$ cat src/rtl/stream_decoder.sv
// stream_decoder
//   Receive-side decoder for the fast-bus shared-data link. It parses the
//   decoded RX byte stream into framed 32-bit words. Each word is written into
//   one of N_OUT shared-memory segments as a single-beat AXI4-Lite write.
//
//   Frame format:
//     K 0x5C | header{dest[3:0], cnt[3:0]} | 4*cnt data bytes | K 0x3C | tag hi | tag lo
//
// Ports
//   clk, rst_n              single clock; asynchronous active-low reset
//   rx_data_in, rx_isk_in   one decoded byte per clock, plus its K flag
//   sd_*                    write-only AXI4-Lite masters, one lane per segment.
//                           The packed [N_OUT-1:0] dimension selects the port.
//                           The read channel is tied off.
//   frame_err               one-cycle pulse on any framing error
//   last_tag                trailer of the last completed frame
module stream_decoder #(
   parameter int AW     = 11,
   parameter int DW     = 32,
   parameter int N_OUT  = 2,
   parameter int FIFO_D = 16
) (
   input  logic                         clk,
   input  logic                         rst_n,
   input  logic [7:0]                   rx_data_in,
   input  logic                         rx_isk_in,
   output logic [N_OUT-1:0]             sd_awvalid_o,
   input  logic [N_OUT-1:0]             sd_awready_i,
   output logic [N_OUT-1:0][AW-1:0]     sd_awaddr_o,
   output logic [N_OUT-1:0][2:0]        sd_awprot_o,
   output logic [N_OUT-1:0]             sd_wvalid_o,
   input  logic [N_OUT-1:0]             sd_wready_i,
   output logic [N_OUT-1:0][DW-1:0]     sd_wdata_o,
   output logic [N_OUT-1:0][DW/8-1:0]   sd_wstrb_o,
   input  logic [N_OUT-1:0]             sd_bvalid_i,
   output logic [N_OUT-1:0]             sd_bready_o,
   output logic [N_OUT-1:0]             sd_arvalid_o,
   output logic [N_OUT-1:0][AW-1:0]     sd_araddr_o,
   output logic [N_OUT-1:0]             sd_rready_o,
   output logic                         frame_err,
   output logic [15:0]                  last_tag
);

   localparam logic [7:0] K_SOF = 8'h5C;
   localparam logic [7:0] K_EOF = 8'h3C;
   localparam int         PW    = $clog2(FIFO_D);

   typedef enum logic [2:0] {P_IDLE, P_HDR, P_DATA, P_WAIT_EOF, P_TAG0, P_TAG1} p_state_e;
   typedef enum logic [1:0] {E_IDLE, E_WR, E_B} e_state_e;

   typedef struct packed {
      logic [3:0]  dest;
      logic [3:0]  idx;
      logic [31:0] data;
   } entry_t;

   // ---------------- parser ----------------
   p_state_e    p_state_q;
   logic [3:0]  dest_q, cnt_q, word_idx_q;
   logic        dest_ok_q;
   logic [1:0]  byte_idx_q;
   logic [23:0] shift_q;
   logic [7:0]  tag0_q;
   logic [15:0] last_tag_q;
   logic        frame_err_q;

   logic is_sof, is_eof, is_data;
   assign is_sof  = rx_isk_in && (rx_data_in == K_SOF);
   assign is_eof  = rx_isk_in && (rx_data_in == K_EOF);
   assign is_data = !rx_isk_in;

   // ---------------- word FIFO ----------------
   entry_t        mem_q [FIFO_D];
   logic [PW-1:0] wr_ptr_q, rd_ptr_q;
   logic [PW:0]   count_q;
   logic          fifo_full, fifo_empty, push, pop;
   entry_t        push_entry, head;

   assign fifo_full  = (count_q == (PW+1)'(FIFO_D));
   assign fifo_empty = (count_q == '0);
   // Words for an out-of-range destination are counted but never queued.
   assign push = (p_state_q == P_DATA) && is_data && (byte_idx_q == 2'd3)
                 && dest_ok_q && !fifo_full;
   assign push_entry = '{dest: dest_q, idx: word_idx_q, data: {shift_q, rx_data_in}};
   assign head       = mem_q[rd_ptr_q];

   always_ff @(posedge clk or negedge rst_n) begin
      if (!rst_n) begin
         p_state_q   <= P_IDLE;
         dest_q      <= '0;
         cnt_q       <= '0;
         word_idx_q  <= '0;
         dest_ok_q   <= 1'b0;
         byte_idx_q  <= '0;
         shift_q     <= '0;
         tag0_q      <= '0;
         last_tag_q  <= '0;
         frame_err_q <= 1'b0;
      end else begin
         // NOTE: state is updated with non-blocking assignments only, so every
         // branch below sees the register values from before this edge.
         frame_err_q <= 1'b0;
         unique case (p_state_q)
            P_IDLE: if (is_sof) p_state_q <= P_HDR;
            P_HDR: begin
               if (is_sof) begin
                  frame_err_q <= 1'b1;
               end else if (is_data) begin
                  dest_q     <= rx_data_in[7:4];
                  cnt_q      <= rx_data_in[3:0];
                  dest_ok_q  <= ({28'd0, rx_data_in[7:4]} < N_OUT);
                  word_idx_q <= '0;
                  byte_idx_q <= '0;
                  if ({28'd0, rx_data_in[7:4]} >= N_OUT) frame_err_q <= 1'b1;
                  p_state_q  <= (rx_data_in[3:0] == 4'd0) ? P_WAIT_EOF : P_DATA;
               end
            end
            P_DATA: begin
               if (is_sof) begin
                  frame_err_q <= 1'b1;
                  p_state_q   <= P_HDR;
               end else if (is_eof) begin
                  // Early EOF: the partial word is dropped and queued words stay queued.
                  frame_err_q <= 1'b1;
                  p_state_q   <= P_IDLE;
               end else if (is_data) begin
                  shift_q    <= {shift_q[15:0], rx_data_in};
                  byte_idx_q <= byte_idx_q + 2'd1;
                  if (byte_idx_q == 2'd3) begin
                     if (dest_ok_q && fifo_full) frame_err_q <= 1'b1;
                     word_idx_q <= word_idx_q + 4'd1;
                     if (word_idx_q == cnt_q - 4'd1) p_state_q <= P_WAIT_EOF;
                  end
               end
            end
            P_WAIT_EOF: begin
               if (is_sof) begin
                  frame_err_q <= 1'b1;
                  p_state_q   <= P_HDR;
               end else if (is_eof) begin
                  p_state_q <= P_TAG0;
               end else if (is_data) begin
                  frame_err_q <= 1'b1;
                  p_state_q   <= P_IDLE;
               end
            end
            // The tag bytes must be data. SOF restarts the parser; any other
            // K character aborts the frame and leaves last_tag untouched.
            P_TAG0: begin
               if (is_sof) begin
                  frame_err_q <= 1'b1;
                  p_state_q   <= P_HDR;
               end else if (rx_isk_in) begin
                  frame_err_q <= 1'b1;
                  p_state_q   <= P_IDLE;
               end else begin
                  tag0_q    <= rx_data_in;
                  p_state_q <= P_TAG1;
               end
            end
            P_TAG1: begin
               if (is_sof) begin
                  frame_err_q <= 1'b1;
                  p_state_q   <= P_HDR;
               end else if (rx_isk_in) begin
                  frame_err_q <= 1'b1;
                  p_state_q   <= P_IDLE;
               end else begin
                  last_tag_q <= {tag0_q, rx_data_in};
                  p_state_q  <= P_IDLE;
               end
            end
            default: p_state_q <= P_IDLE;
         endcase
      end
   end

   // NOTE: the storage array is deliberately not reset. Only the pointers and
   // the count must come up known, because they define which entries are valid.
   always_ff @(posedge clk) begin
      if (push) mem_q[wr_ptr_q] <= push_entry;
   end

   always_ff @(posedge clk or negedge rst_n) begin
      if (!rst_n) begin
         wr_ptr_q <= '0;
         rd_ptr_q <= '0;
         count_q  <= '0;
      end else begin
         if (push) wr_ptr_q <= wr_ptr_q + 1'b1;
         if (pop)  rd_ptr_q <= rd_ptr_q + 1'b1;
         case ({push, pop})
            2'b10:   count_q <= count_q + 1'b1;
            2'b01:   count_q <= count_q - 1'b1;
            default: count_q <= count_q;
         endcase
      end
   end

   // ---------------- AXI write engine ----------------
   e_state_e         e_state_q;
   logic [AW-1:0]    awaddr_q;
   logic [DW-1:0]    wdata_q;
   logic [N_OUT-1:0] awvalid_q, wvalid_q, bready_q, sel_oh_q;
   logic [N_OUT-1:0] head_oh;
   logic             aw_left, w_left;

   assign pop     = (e_state_q == E_IDLE) && !fifo_empty;
   assign head_oh = N_OUT'(1) << head.dest;
   // A channel is still pending if its valid stays up without a ready this cycle.
   assign aw_left = |(awvalid_q & ~sd_awready_i);
   assign w_left  = |(wvalid_q  & ~sd_wready_i);

   always_ff @(posedge clk or negedge rst_n) begin
      if (!rst_n) begin
         e_state_q <= E_IDLE;
         awaddr_q  <= '0;
         wdata_q   <= '0;
         awvalid_q <= '0;
         wvalid_q  <= '0;
         bready_q  <= '0;
         sel_oh_q  <= '0;
      end else begin
         unique case (e_state_q)
            E_IDLE: if (pop) begin
               awaddr_q  <= AW'({head.idx, 2'b00});
               wdata_q   <= head.data;
               sel_oh_q  <= head_oh;
               awvalid_q <= head_oh;
               wvalid_q  <= head_oh;
               e_state_q <= E_WR;
            end
            E_WR: begin
               awvalid_q <= awvalid_q & ~sd_awready_i;
               wvalid_q  <= wvalid_q  & ~sd_wready_i;
               if (!aw_left && !w_left) begin
                  bready_q  <= sel_oh_q;
                  e_state_q <= E_B;
               end
            end
            E_B: if (|(bready_q & sd_bvalid_i)) begin
               bready_q  <= '0;
               e_state_q <= E_IDLE;
            end
            default: e_state_q <= E_IDLE;
         endcase
      end
   end

   // Address and data are broadcast to every port; only the selected port sees valid.
   assign sd_awvalid_o = awvalid_q;
   assign sd_wvalid_o  = wvalid_q;
   assign sd_bready_o  = bready_q;
   assign sd_awaddr_o  = {N_OUT{awaddr_q}};
   assign sd_wdata_o   = {N_OUT{wdata_q}};
   assign sd_wstrb_o   = {N_OUT{{(DW/8){1'b1}}}};
   assign sd_awprot_o  = '0;
   assign sd_arvalid_o = '0;
   assign sd_araddr_o  = '0;
   assign sd_rready_o  = '0;
   assign frame_err    = frame_err_q;
   assign last_tag     = last_tag_q;

endmodule

$ cat config.mk
export PLATFORM = sky130hd
export DESIGN_NAME = stream_decoder
export DESIGN_NICKNAME = d
export VERILOG_FILES = /design/src/rtl/stream_decoder.sv
export SDC_FILE = /design/constraint.sdc
export NUM_CORES = 1
export LEC_CHECK = 0
export ABC_AREA = 1
export CAP_MARGIN = 10
export CORE_MARGIN = 2
export CORE_UTILIZATION = 40
export CTS_BUF_LIST = sky130_fd_sc_hd__clkbuf_8
export DETAILED_ROUTE_END_ITERATION = 8
export GPL_ROUTABILITY_DRIVEN = 1
export GPL_TIMING_DRIVEN = 1
export PLACE_DENSITY = 0.57
export SLEW_MARGIN = 20
export SYNTH_ARGS = -nofsm -noshare
export SYNTH_HDL_FRONTEND = slang
export SYNTH_SLANG_ARGS = --single-unit
$ cat constraint.sdc
create_clock -name clk -period 4.9 [get_ports clk]
set_clock_uncertainty 0.05 [all_clocks]
set_input_delay 0.98 -clock clk [delete_from_list [all_inputs] [get_ports clk]]
set_output_delay 0.98 -clock clk [all_outputs]
set_load 0.01 [all_outputs]
# After elaboration in Yosys (flattened, before gate mapping)
# Memory sizes are Yosys's and may differ from the RTL's.
# Index checks and enable logic that the tools add are counted.
# totals
reg_bits	126
latchBits	0
mem_bits_rw	640
romBits	0
input_bits	17
output_inout_bits	149
memories	1
# memory_table
memory	words	word_bits	read_ports	rd_clocked_by_memory_dff	wr	line	text
mem_q	16	40	1	0	1	73	entry_t mem_q [FIFO_D];
# classes
n_addsub	7
mul	0
div_mod_pow	0
order_cmp	2
n_eq_ne	28
shifts	1
mux	55
n_bitwise	8
reduce_logical	37
# op_table
op	n
two-way mux 3 bit	13
two-way mux 4 bit	6
two-way mux 2 bit	10
inequality test 2 bit (second input constant)	9
one-hot mux 3 bit (6 select lines)	1
two-way mux 1 bit	17
one-hot mux 2 bit (2 select lines)	4
AND reduction 3 bit	5
AND reduction 7 bit	2
adder 4 x 1 -> 4 bit (second input constant)	3
one-hot mux 5 bit (2 select lines)	1
logical AND 1 bit	9
== test 8 x 6 -> 1 bit (second input constant)	1
== test 8 x 7 -> 1 bit (second input constant)	1
inequality test 4 x 3 -> 1 bit (second input constant)	2
inequality test 4 bit (second input constant)	2
one-hot mux 4 bit (2 select lines)	1
nonzero test 2 bit	4
OR reduction 2 bit	4
AND 2 bit	3
== test 2 bit (second input constant)	3
== test 3 x 2 -> 1 bit (second input constant)	2
== test 3 bit (second input constant)	2
one-hot mux 2 bit (3 select lines)	1
23 further kinds	32

# Logic depth before layout (Yosys ltp)
# Gate-level depths: netlist of run 1.
# depth
ltp_word	8
mapped_depth	16
depth_no_buf	15

# Worst setup path after synthesis of run 1
# OpenSTA, ideal clock, no wires.
# synth_timing
path_kind	input -> register
startpoint	in rx_isk_in
endpoint	mem mem_q[7][0] (netlist bit), enable pin
setup_ns	0.487
t_arrival_ns	4.458
required_ns	4.363
path_slack_ns	-0.095
stages	6
path_cell_list	inv_1 -> and3_1 -> nand2_1 -> nor2_2 -> nand2_2 -> nor3_1
# synth_via
elab_chain_len	7
# synth_lines
element	line	text
start: declaration	26	input logic rx_isk_in,
zero test 1 bit	70	assign is_data = !rx_isk_in;
logical AND 1 bit (2 in a row)	82	assign push = (p_state_q == P_DATA) && is_data && (byte_idx_q == 2'd3)
logical AND 1 bit (2 in a row)	83	&& dest_ok_q && !fifo_full;
two-way mux 1 bit	181	if (push) mem_q[wr_ptr_q] <= push_entry;
two-way mux 1 bit (not written as such)	181	
end: declaration	73	
# No other way between the ends.

# Worst setup path after layout of run 1
# layout_timing
startpoint	in rx_isk_in
endpoint	mem mem_q[6][23] (netlist bit), enable pin
# The elaborated chain is that of the path after synthesis.

==> metrics.txt, run 1 <==
# TYPE chip_impl_metric gauge
chip_impl_metric{name="worstRegToRegCells",unit=""} 9
chip_impl_metric{name="max-slew-margin-rel",unit="%"} 28.9
chip_impl_metric{name="grt_start_max_net_pins",unit=""} 182
chip_impl_metric{name="antenna_found_initial",unit=""} 2
chip_impl_metric{name="timing.critical_path.arrival",unit="ns"} 3.70
chip_impl_metric{name="io_pins",unit=""} 166
chip_impl_metric{name="synthToLayoutAreaGrowth",unit="%"} 14.0
chip_impl_metric{name="layout-drive-gt1-share",unit="%"} 8.87
chip_impl_metric{name="cts_resized",unit=""} 0
chip_impl_metric{name="synth.yosys.seq_area_share",unit="%"} 71.9
chip_impl_info{name="criticalPathCategory",value="input port to flip-flop"} 1
chip_impl_metric{name="post_drt_wl_per_cell",unit="microns"} 20.7
chip_impl_metric{name="dpl_cell_area",unit="sq mm"} 0.0330
chip_impl_info{name="status",value="finished clean"} 1
chip_impl_metric{name="post_synth_inst_count",unit=""} 2649
chip_impl_metric{name="ys_types",unit=""} 34
chip_impl_metric{name="worst_ep_required_time",unit="ns"} 5.32
chip_impl_metric{name="post_detailed_route_drc_marker_count",unit=""} 0
chip_impl_metric{name="detailroute.wirelength.met3",unit="mm"} 5.88
chip_impl_info{name="routed.top_layer",value="met4"} 1
chip_impl_metric{name="post_cts_setup_buffer_count",unit=""} 0
chip_impl_metric{name="floorplan.rows",unit=""} 102
chip_impl_info{name="ys_dominant_reg_cell",value="edfxtp_1"} 1
chip_impl_metric{name="synthesis.area_per_instance",unit="sq um"} 11.8
chip_impl_info{name="root_buffer",value="clkbuf_8"} 1
chip_impl_metric{name="setup_tns",unit="ns"} 0
chip_impl_metric{name="die_width",unit="microns"} 283
chip_impl_metric{name="post_drt_via_cell_ratio",unit=""} 5.17
chip_impl_metric{name="timing.final.crit_period",unit="ns"} 3.28
chip_impl_metric{name="cts-htree-levels",unit=""} 4
chip_impl_info{name="synth_top_cells_by_area",value="edfxtp_1, dfrtp_1, nand2_1"} 1
chip_impl_info{name="critical_path.endpoint_type",value="flip-flop"} 1
chip_impl_metric{name="cts.reportedPaths.clkPinSlew",unit="ns"} 0.06
chip_impl_info{name="rsz_0062_raised_after_global_routing",value="no"} 1
chip_impl_metric{name="finalWeightedCongestion",unit=""} 0.818
chip_impl_metric{name="synth_warnings",unit=""} 0
chip_impl_metric{name="measured_slew_at_the_worst_slew_check_pin",unit="ns"} 1.07
chip_impl_info{name="worst_hold_path_type",value="input port to asynchronous set/reset pin"} 1
chip_impl_metric{name="share_clk_of_total_power",unit="%"} 26.0
chip_impl_metric{name="firstDrtPassIters",unit=""} 7
chip_impl_metric{name="antenna_violating_nets_post_route",unit=""} 0
chip_impl_info{name="tritoncts",value="done"} 1
chip_impl_metric{name="die-height",unit="microns"} 283
chip_impl_metric{name="swShare",unit="%"} 38.2
chip_impl_metric{name="initial_utilization",unit="%"} 40.3
chip_impl_metric{name="wl_met2",unit="mm"} 37.2
chip_impl_metric{name="share_seq_of_total_power",unit="%"} 43.5
chip_impl_metric{name="drtIter0Drc",unit=""} 1906
chip_impl_metric{name="synth_largest_type_area_fraction",unit="%"} 61.7
chip_impl_metric{name="final_area",unit="sq mm"} 0.0355
chip_impl_metric{name="core-area",unit="sq mm"} 0.0772
chip_impl_metric{name="grt_usage",unit="%"} 20.3
chip_impl_metric{name="cts.path.max_buffers",unit=""} 3
chip_impl_metric{name="irDropWorstVdd",unit="mV"} 0.538
chip_impl_info{name="worst_setup_start_kind",value="input port"} 1
chip_impl_metric{name="synth-seq-cells",unit=""} 766
chip_impl_metric{name="grt_first_pass_wirelength",unit="mm"} 123
chip_impl_info{name="netlist.top_cell.by_area",value="edfxtp_1"} 1
chip_impl_metric{name="total_leakage_power",unit="nW"} 13.4
chip_impl_metric{name="place_hpwl",unit="mm"} 46.4
chip_impl_metric{name="cts-hold-fix-buffers",unit=""} 0
chip_impl_metric{name="total_detailed_routing_wirelength",unit="mm"} 81.2
chip_impl_metric{name="largest_stage_delay_worst_path",unit="ns"} 0.68
chip_impl_metric{name="maxcap_violations",unit=""} 0
chip_impl_metric{name="cts_num_sinks",unit=""} 766
chip_impl_metric{name="netlist_area",unit="sq mm"} 0.0311
chip_impl_metric{name="finalSetupViolCount",unit=""} 0
chip_impl_metric{name="routedLengthMet1",unit="mm"} 36.5
chip_impl_metric{name="crit_fanout",unit=""} 21
chip_impl_metric{name="maximum_clock_frequency",unit="MHz"} 304
chip_impl_metric{name="internal_power",unit="mW"} 12.8
chip_impl_metric{name="clock_latency",unit="ns"} 0.78
chip_impl_metric{name="cts_made_buffers",unit=""} 131
chip_impl_metric{name="overflow_left_after_global_routing",unit=""} 0
chip_impl_metric{name="pwr_density_cell",unit="mW/mm^2"} 582
chip_impl_metric{name="number_of_input_and_output_port_buffers_inserted",unit=""} 111
chip_impl_metric{name="total_number_of_nets_in_the_final_design",unit=""} 2796
chip_impl_metric{name="power_switching",unit="mW"} 7.89
chip_impl_metric{name="grt_pass1_vias",unit=""} 20100
chip_impl_metric{name="synth_enable_flop_cells",unit=""} 640
chip_impl_info{name="worst_path_max_delay_cell",value="nor2_4"} 1
chip_impl_metric{name="vias",unit=""} 20200
chip_impl_metric{name="layout_worst_path_cycle_share",unit="%"} 67.0
chip_impl_info{name="worstPathCellList",value="clkdlybuf4s50_1 -> inv_1 -> and3_1 -> nand2_1 -> nor2_2 -> nand2_1 -> nor2_4 -> buf_12"} 1
chip_impl_metric{name="report.final.slew_viol_count",unit=""} 0
chip_impl_metric{name="synth_async_sr_flop_share",unit="%"} 16.4
chip_impl_metric{name="design.die.area",unit="sq mm"} 0.0801
chip_impl_metric{name="whs",unit="ns"} 0.112
chip_impl_metric{name="power.share.combinational",unit="%"} 30.5
chip_impl_metric{name="setup_ws",unit="ns"} 1.62
chip_impl_metric{name="preCtsSetupSlack",unit="ns"} 0.813
chip_impl_metric{name="hold_viol_final",unit=""} 0
chip_impl_info{name="critical-path-top-cell-by-count",value="nand2_1"} 1
[flip-flops by register name, indices dropped and copies added (netlist names), 4 cells and up]
register,flops
shift_q,24
mem_q,640
rd_ptr_q,4
dest_q,4
last_tag,16
count_q,5
tag0_q,8
wr_ptr_q,4
awaddr_q,4
wdata_q,32
word_idx_q,4
cnt_q,4
[cells in the mapped netlist (2+ instances only)]
master    count
o21ai_0     190
xor2_1       10
o21ai_1      11
dfrtp_1     126
buf_4       105
nor2_2        2
nand2_1     802
nor2_1      208
inv_1        72
buf_6         3
nand3b_1      4
o22ai_1      72
buf_2        50
mux2_2        8
inv_2         4
nor3_1        8
nand4_1       3
a31oi_1       2
ha_1         12
edfxtp_1    640
conb_1        2
clkbuf_1     68
a21oi_1      77
nand3_1      86
xnor2_1       4
a211oi_1     72
[cells in the final DEF (no fill, tap or decap), types with 10 or more instances in the layout]
cell / n
o21ai_0: 190
a211oi_1: 72
ha_1: 12
nor2_4: 17
inv_1: 122
clkdlybuf4s50_1: 110
nor2_1: 192
edfxtp_1: 640
nand2_1: 800
clkinv_2: 11
conb_1: 54
xor2_1: 10
buf_12: 10
a21oi_1: 77
nand3_1: 86
o21ai_1: 11
clkinv_1: 23
clkbuf_8: 140
o22ai_1: 72
dfrtp_1: 123
buf_4: 38
[logic make-up (layout without fill, tap and decap cells)]
group,count (synthesis),after routing,synth area share [%]
other,2,55,0.0241
adder cells (fa/ha/maj),12,12,0.482
XOR/XNOR,14,14,0.394
buffers and inverters,303,476,5.19
AO/OA/AOI/OAI,427,427,7.77
flip-flops,766,766,71.9
multiplexers,8,8,0.289
AND/OR/NAND/NOR,1117,1117,14.0
[power by group through the flow]
stage / logic, mW / registers, mW / clock network [mW]
CTS: 6.31 / 8.97 / 5.52
global placement: 6.22 / 9.07 / 0
floorplan: 4.17 / 8.55 / 0
global route: 6.96 / 9.07 / 5.81
finish: 6.30 / 8.98 / 5.37
detailed placement: 6.27 / 9.10 / 0
[layer usage]
layer  track usage, %  up-vias
met2             31.6      735
met5                0        -
li1                 -     9324
met4             6.00        0
met1             28.8    10100
met3             4.03      116
[worst max-delay path: cells and delay by family]
kind	cells	cell delay, ns
buffers and inverters	3	1.00
AND/OR/NAND/NOR	5	1.70
[through the flow]
step | util, % | std cells | power (mW)
floorplan | - | 2701 | 12.7
detailed placement | 42.8 | 3674 | 15.4
finish | 46.0 | 3915 | 20.6
global route | 46.0 | 3915 | 21.8
CTS | 46.0 | 3914 | 20.8
global placement | 42.8 | 3674 | 15.3
[final cells by class]
type | count | area, sq um
antenna | 1 | 2.50
fill | 6956 | 41700
clock buffer | 140 | 1930
inverter | 77 | 298
multi-input combinational | 1632 | 7470
tap | 1040 | 1300
clock inverter | 100 | 517
timing repair buffer | 159 | 1600
sequential | 766 | 22400
[worst paths after layout]
path / startpoint / to / slack [ns]
worst min-delay path: rst_n / sd_wvalid_o[1] / 0.11
worst min register to register: dest_ok_q / dest_ok_q / 0.43
min in group clk: dest_ok_q / dest_ok_q / 0.43
worst max-delay path: rx_isk_in / mem_q[6][23] / 1.62
worst max register to register: rd_ptr_q[1] / sel_oh_q[1] / 1.66
max in group asynchronous: rst_n / shift_q[19] / 3.76
Note: power is estimated with default switching activity, not from simulation.
==> run 2: changes to the inputs <==
==> constraint.sdc (replaced) <==
create_clock -name clk -period 3.4 [get_ports clk]
set_clock_uncertainty 0.05 [all_clocks]
set_input_delay 0.68 -clock clk [delete_from_list [all_inputs] [get_ports clk]]
set_output_delay 0.68 -clock clk [all_outputs]
set_load 0.01 [all_outputs]
==> run 2 against run 1 <==
  * Critical path depth grew 7
  * Sequential power grew 41%
  * Flip-flop and latch count is the same
  * Global-route usage shrank 0.48 points
  * Combinational power grew 45%
==> metrics.txt, run 2 (synthesis gave the netlist of run 1 again) <==
# TYPE chip_impl_metric gauge
chip_impl_info{name="status",value="finished clean"} 1
chip_impl_info{name="layout.cells.most_common_list",value="nand2_1, edfxtp_1, nor2_1"} 1
chip_impl_info{name="worst_setup_start_kind",value="flip-flop"} 1
chip_impl_metric{name="total_leakage_power",unit="nW"} 13.5
chip_impl_metric{name="antenna_found_initial",unit=""} 1
chip_impl_metric{name="vias",unit=""} 20100
chip_impl_metric{name="measured_slew_at_the_worst_slew_check_pin",unit="ns"} 0.931
chip_impl_metric{name="post_drt_via_cell_ratio",unit=""} 5.12
chip_impl_metric{name="dpl_cell_area",unit="sq mm"} 0.0334
chip_impl_metric{name="cts_num_sinks",unit=""} 766
chip_impl_metric{name="max-slew-margin-rel",unit="%"} 37.9
chip_impl_info{name="criticalPathCategory",value="flip-flop to flip-flop"} 1
chip_impl_metric{name="number_of_input_and_output_port_buffers_inserted",unit=""} 111
chip_impl_metric{name="number_of_inserted_filler_cells_in_the_final_layout",unit=""} 6911
chip_impl_metric{name="cts.reportedPaths.clkPinSlew",unit="ns"} 0.06
chip_impl_metric{name="preCtsSetupSlack",unit="ns"} 0.206
chip_impl_info{name="final_common_cell",value="nand2_1"} 1
chip_impl_metric{name="finalSetupViolCount",unit=""} 0
chip_impl_metric{name="cts_resized",unit=""} 0
chip_impl_info{name="worst_path_max_delay_cell",value="dfrtp_1"} 1
chip_impl_info{name="critical-path-top-cell-by-count",value="nand2_1"} 1
chip_impl_metric{name="place_hpwl",unit="mm"} 45.5
chip_impl_metric{name="floorplan.rows",unit=""} 102
chip_impl_metric{name="grt_start_max_net_pins",unit=""} 139
chip_impl_metric{name="antenna_violating_nets_post_route",unit=""} 0
chip_impl_metric{name="timing.final.crit_period",unit="ns"} 2.72
chip_impl_metric{name="overflow_left_after_global_routing",unit=""} 0
chip_impl_metric{name="cts-htree-levels",unit=""} 3
chip_impl_metric{name="drtIter0Drc",unit=""} 1849
chip_impl_metric{name="grt_pass1_vias",unit=""} 20100
chip_impl_metric{name="largest_stage_delay_worst_path",unit="ns"} 0.47
chip_impl_info{name="worst_hold_path_type",value="flip-flop to flip-flop"} 1
chip_impl_metric{name="report.final.slew_viol_count",unit=""} 0
chip_impl_info{name="root_buffer",value="clkbuf_8"} 1
chip_impl_metric{name="crit_fanout",unit=""} 9
chip_impl_metric{name="hold_viol_final",unit=""} 0
chip_impl_metric{name="cts.path.max_buffers",unit=""} 3
chip_impl_metric{name="timing.critical_path.arrival",unit="ns"} 3.33
chip_impl_metric{name="synthToLayoutAreaGrowth",unit="%"} 14.2
chip_impl_metric{name="finalWeightedCongestion",unit=""} 0.799
chip_impl_metric{name="maximum_clock_frequency",unit="MHz"} 368
chip_impl_metric{name="total_detailed_routing_wirelength",unit="mm"} 79.9
chip_impl_info{name="timing.critical_path.max_delay_family",value="simple AND/OR/NAND/NOR gates"} 1
chip_impl_metric{name="cts_made_buffers",unit=""} 120
chip_impl_info{name="rsz_0062_raised_after_global_routing",value="no"} 1
chip_impl_metric{name="initial_utilization",unit="%"} 40.3
chip_impl_metric{name="final_area",unit="sq mm"} 0.0356
chip_impl_metric{name="whs",unit="ns"} 0.436
chip_impl_metric{name="layout_worst_path_cycle_share",unit="%"} 80.0
chip_impl_metric{name="post_drt_wl_per_cell",unit="microns"} 20.3
chip_impl_info{name="worstPathCellList",value="nor2_1 -> nand2_1 -> inv_2 -> nand2_1 -> nor2_2 -> inv_1 -> ha_1 -> xor2_1 -> ha_1 -> inv_1 -> nand2_1 -> a31oi_1 -> xor2_1 -> nand2_1 -> nand2_1"} 1
chip_impl_info{name="max_flop_register",value="mem_q"} 1
chip_impl_metric{name="grt_first_pass_wirelength",unit="mm"} 122
chip_impl_metric{name="clock_latency",unit="ns"} 0.73
chip_impl_metric{name="largest_reg_flops",unit=""} 640
chip_impl_info{name="tritoncts",value="done"} 1
chip_impl_metric{name="layout-drive-gt1-share",unit="%"} 9.06
chip_impl_metric{name="maxcap_violations",unit=""} 0
chip_impl_metric{name="cts-hold-fix-buffers",unit=""} 1
chip_impl_metric{name="post_cts_setup_buffer_count",unit=""} 0
chip_impl_metric{name="pwr_density_cell",unit="mW/mm^2"} 813
chip_impl_info{name="biggestRegsByFlops",value="mem_q x640, wdata_q x32, shift_q x24"} 1
chip_impl_metric{name="total_number_of_nets_in_the_final_design",unit=""} 2818
chip_impl_metric{name="post_detailed_route_drc_marker_count",unit=""} 0
chip_impl_metric{name="power.total",unit="mW"} 28.9
chip_impl_metric{name="core-area",unit="sq mm"} 0.0772
chip_impl_metric{name="grt_usage",unit="%"} 19.8
chip_impl_metric{name="design.die.area",unit="sq mm"} 0.0801
chip_impl_metric{name="firstDrtPassIters",unit=""} 5
chip_impl_metric{name="number_of_buffers_and_inverters_on_the_critical_path",unit=""} 3
chip_impl_metric{name="io_pins",unit=""} 166
chip_impl_metric{name="die_width",unit="microns"} 283
chip_impl_metric{name="setup_ws",unit="ns"} 0.679
chip_impl_metric{name="die-height",unit="microns"} 283
chip_impl_metric{name="worst_ep_required_time",unit="ns"} 4.01
chip_impl_metric{name="irDropWorstVdd",unit="mV"} 0.516
chip_impl_info{name="critical_path.endpoint_type",value="flip-flop"} 1
-- run 2: cell types whose count changed in the layout (fill, tap and decap cells not counted) --
cell,before,now
bufinv_16,3,2
inv_1,122,129
clkinvlp_4,8,3
buf_12,10,16
clkbuf_8,140,127
inv_2,5,6
buf_4,38,64
clkinv_1,23,25
clkinv_2,11,7
dlygate4sd3_1,0,1
inv_6,4,1
-- run 2: cell type report --
cell class	instances	area, sq um	area share, %
diodes	1	2.50	0.00704
clock inverters	97	442	1.24
multi-input cells	1632	7470	21.0
repair buffers	192	1920	5.41
well taps	1040	1300	3.66
inverters	77	297	0.834
clock buffers	127	1750	4.92
flip-flops and latches	766	22400	62.9
-- run 2: tightest hold or removal path: cells and delay by family, from the launching register on --
kind	cells	cell delay, ns
DFF	1	0.35
and+or+nand+nor	2	0.11
-- run 2: per-stage QoR --
stage                     TNS, ns  utilization (%)  std cells
after floorplan           -123.87                -       2701
after detailed placement        0             43.2       3706
final                           0             46.1       3932
after global routing            0             46.1       3932
after CTS                       0             46.1       3931
after global placement          0             43.2       3706
-- run 2: final timing paths --
kind | cells past startpoint | slack (ns) | to | startpoint
min reg2reg | 2 | 0.44 | sel_oh_q[1] | sel_oh_q[1]
max reg2reg | 15 | 0.68 | count_q[4] | p_state_q[0]
max | 15 | 0.68 | count_q[4] | p_state_q[0]
min | 2 | 0.44 | sel_oh_q[1] | sel_oh_q[1]
max in group asynchronous | 3 | 1.94 | awaddr_q[2] | rst_n
min in group asynchronous | 2 | 0.46 | sd_awvalid_o[1] | rst_n
-- run 2: routing by layer --
| layer | part of all wire, % | vias up | global-route usage [%] |
|---|---|---|---|
| met4 | 1.9 | 0 | 5.59 |
| met3 | 6.0 | 110 | 2.81 |
| met1 | 44 | 9970 | 27.5 |
| li1 | - | 9374 | - |
| met2 | 48 | 692 | 32.5 |
| met5 | 0 | - | 0 |
-- run 2: power by group --
group / internal (mW) / total [mW] / switching [mW]
sequential: 11.4 / 12.7 / 1.30
combinational: 3.03 / 9.13 / 6.10
clock: 3.58 / 7.06 / 3.48
==> run 3: changes to the inputs <==
--- a/config.mk
+++ b/config.mk
@@ -13,7 +13,7 @@
 export DETAILED_ROUTE_END_ITERATION = 8
 export GPL_ROUTABILITY_DRIVEN = 1
 export GPL_TIMING_DRIVEN = 1
-export PLACE_DENSITY = 0.57
+export PLACE_DENSITY = 0.59
 export SLEW_MARGIN = 20
 export SYNTH_ARGS = -nofsm -noshare
 export SYNTH_HDL_FRONTEND = slang
==> constraint.sdc (replaced) <==
create_clock -name clk -period 2.3 [get_ports clk]
set_clock_uncertainty 0.05 [all_clocks]
set_input_delay 0.46 -clock clk [delete_from_list [all_inputs] [get_ports clk]]
set_output_delay 0.46 -clock clk [all_outputs]
set_load 0.01 [all_outputs]
==> run 3 against run 2 <==
  * Total power rose by 57%
  * Hold slack lost 0.36 ns
  * Die area is the same
  * Non-clock buffer count grew 76
  * Sequential share of layout area fell by 2.3 points
  * Global-route usage is 0.13 points lower
  * Fmax rose by 19%
  * Via count is 1.0% higher
  * Combinational power is 61% higher
==> metrics.txt, run 3 (synthesis gave the netlist of run 1 again) <==
# TYPE chip_impl_metric gauge
chip_impl_metric{name="total_detailed_routing_wirelength",unit="mm"} 79.3
chip_impl_metric{name="post_drt_wl_per_cell",unit="microns"} 19.7
chip_impl_info{name="worst_hold_path_type",value="input port to asynchronous set/reset pin"} 1
chip_impl_metric{name="place_hpwl",unit="mm"} 48.6
chip_impl_metric{name="cts.path.max_buffers",unit=""} 3
chip_impl_metric{name="cts_num_sinks",unit=""} 766
chip_impl_metric{name="timing.final.crit_period",unit="ns"} 2.28
chip_impl_metric{name="crit_fanout",unit=""} 4
chip_impl_metric{name="clock_latency",unit="ns"} 0.78
chip_impl_metric{name="grt_pass1_vias",unit=""} 20200
chip_impl_metric{name="drtIter0Drc",unit=""} 1508
chip_impl_metric{name="total_leakage_power",unit="nW"} 14.1
chip_impl_info{name="criticalPathCategory",value="flip-flop to flip-flop"} 1
chip_impl_metric{name="core-area",unit="sq mm"} 0.0772
chip_impl_info{name="root_buffer",value="clkbuf_8"} 1
chip_impl_metric{name="vias",unit=""} 20400
chip_impl_metric{name="whs",unit="ns"} 0.0775
chip_impl_metric{name="die-height",unit="microns"} 283
chip_impl_metric{name="fin_cells",unit=""} 4020
chip_impl_metric{name="cts_made_buffers",unit=""} 131
chip_impl_metric{name="die_width",unit="microns"} 283
chip_impl_metric{name="grt_start_max_net_pins",unit=""} 71
chip_impl_metric{name="irDropWorstVdd",unit="mV"} 0.953
chip_impl_metric{name="layout_worst_path_cycle_share",unit="%"} 99.3
chip_impl_metric{name="cts-htree-levels",unit=""} 4
chip_impl_metric{name="report.final.slew_viol_count",unit=""} 0
chip_impl_info{name="status",value="finished clean"} 1
chip_impl_info{name="rsz_0062_raised_after_global_routing",value="yes"} 1
chip_impl_metric{name="maxcap_violations",unit=""} 0
chip_impl_metric{name="largest_reg_flops",unit=""} 640
chip_impl_metric{name="post_detailed_route_drc_marker_count",unit=""} 0
chip_impl_metric{name="initial_utilization",unit="%"} 40.3
chip_impl_metric{name="design.die.area",unit="sq mm"} 0.0801
chip_impl_metric{name="floorplan.rows",unit=""} 102
chip_impl_info{name="final_common_cell",value="nand2_1"} 1
chip_impl_metric{name="total_number_of_nets_in_the_final_design",unit=""} 2905
chip_impl_metric{name="finalSetupViolCount",unit=""} 0
chip_impl_metric{name="placed_cells_incl_taps",unit=""} 3781
chip_impl_metric{name="antenna_violating_nets_post_route",unit=""} 0
chip_impl_info{name="tritoncts",value="done"} 1
chip_impl_metric{name="io_pins",unit=""} 166
chip_impl_metric{name="layout-drive-gt1-share",unit="%"} 13.0
chip_impl_metric{name="max-slew-margin-rel",unit="%"} 45.7
chip_impl_info{name="max_flop_register",value="mem_q"} 1
chip_impl_metric{name="final_util",unit="%"} 47.8
chip_impl_metric{name="grt_usage",unit="%"} 19.7
chip_impl_info{name="layout.cells.most_common_list",value="nand2_1, edfxtp_1, nor2_1"} 1
chip_impl_metric{name="pwr_density_cell",unit="mW/mm^2"} 1230
chip_impl_metric{name="overflow_left_after_global_routing",unit=""} 0
chip_impl_metric{name="cts.reportedPaths.clkPinSlew",unit="ns"} 0.06
chip_impl_metric{name="setup_tns",unit="ns"} 0
chip_impl_metric{name="power.total",unit="mW"} 45.4
chip_impl_metric{name="post_drt_via_cell_ratio",unit=""} 5.06
chip_impl_metric{name="antenna_found_initial",unit=""} 1
chip_impl_metric{name="maximum_clock_frequency",unit="MHz"} 438
chip_impl_info{name="biggestRegsByFlops",value="mem_q x640, wdata_q x32, shift_q x24"} 1
chip_impl_metric{name="measured_slew_at_the_worst_slew_check_pin",unit="ns"} 0.814
chip_impl_metric{name="timing.critical_path.arrival",unit="ns"} 2.96
chip_impl_info{name="critical_path.endpoint_type",value="flip-flop"} 1
chip_impl_metric{name="worst_ep_required_time",unit="ns"} 2.97
chip_impl_info{name="worst_setup_start_kind",value="flip-flop"} 1
chip_impl_metric{name="grt_first_pass_wirelength",unit="mm"} 120
chip_impl_metric{name="hold_viol_final",unit=""} 0
chip_impl_metric{name="firstDrtPassIters",unit=""} 6
chip_impl_metric{name="synthToLayoutAreaGrowth",unit="%"} 18.5
chip_impl_metric{name="finalWeightedCongestion",unit=""} 0.805
chip_impl_metric{name="number_of_input_and_output_port_buffers_inserted",unit=""} 111
run 3: changes by cell type in the layout (fill, tap and decap cells not counted), sizes merged, moves of 4 or more:
cell	change
buf	+76
clkbuf	+17
inv	-17
clkdlybuf4s50	-11
dlygate4sd2	+10
clkinv	+5
bufinv	+4
run 3: metal layers:
metal | global-route usage (%) | share of wire, % | vias to the layer above | wire, microns
li1 | - | - | 9537 | -
met1 | 25.9 | 43 | 10000 | 34000
met2 | 32.7 | 49 | 659 | 38900
met3 | 3.20 | 5.5 | 128 | 4360
met4 | 7.57 | 2.6 | 0 | 2040
met5 | 0 | 0 | - | 0
run 3: cell type report:
type	count	area [sq um]
Antenna cell	1	2.50
Clock buffer	144	1980
Clock inverter	92	564
Fill cell	6856	40300
Inverter	77	300
Multi-Input combinational cell	1632	7580
Sequential cell	766	22400
Tap cell	1040	1300
Timing Repair Buffer	268	2790
run 3: critical path, cell delays in order (launching register included):
cell and delay [ns]:
dfrtp_1 0.36, ha_2 0.19, and3_4 0.20, nand2_4 0.08, nor2_4 0.15, inv_2 0.07
ha_4 0.19, xor2_2 0.16, ha_2 0.18, inv_2 0.06, nand2_4 0.05, a31oi_4 0.18
xor2_1 0.18, nand2_1 0.08, nand2_1 0.05
run 3: final timing paths:
path,startpoint,endpoint,slack (ns),cells past startpoint
min reg2reg,tag0_q[6],tag0_q[6],0.44,2
min,rst_n,wdata_q[13],0.08,2
min in group clk,sd_bvalid_i[0],e_state_q[1],0.32,4
max in group asynchronous,rst_n,e_state_q[0],1.48,3
max,byte_idx_q[0],count_q[4],0.02,14
max reg2reg,byte_idx_q[0],count_q[4],0.02,14
run 3: metrics by stage:
step	area [sq um]	worst slack [ns]
floorplan	31500	-0.338
global placement	34300	-0.639
detailed placement	34300	-0.634
CTS	36800	0.000513
global route	36900	-0.0654
finish	36900	0.0152
run 3: report_power, final:
| group | internal [mW] | total [mW] | switching (mW) |
|---|---|---|---|
| Sequential | 16.9 | 18.8 | 1.92 |
| Combinational | 5.42 | 14.7 | 9.26 |
| Clock | 6.44 | 11.9 | 5.47 |
run 3: repair_timing:
action                                  4_1_cts  5_1_grt
hold endpoints to repair                    126        0
hold buffers                                  1        0
gates resized for setup                      16       12
pin swaps                                     7        9
setup buffers                                 1        0
endpoints found under the setup margin       91       14
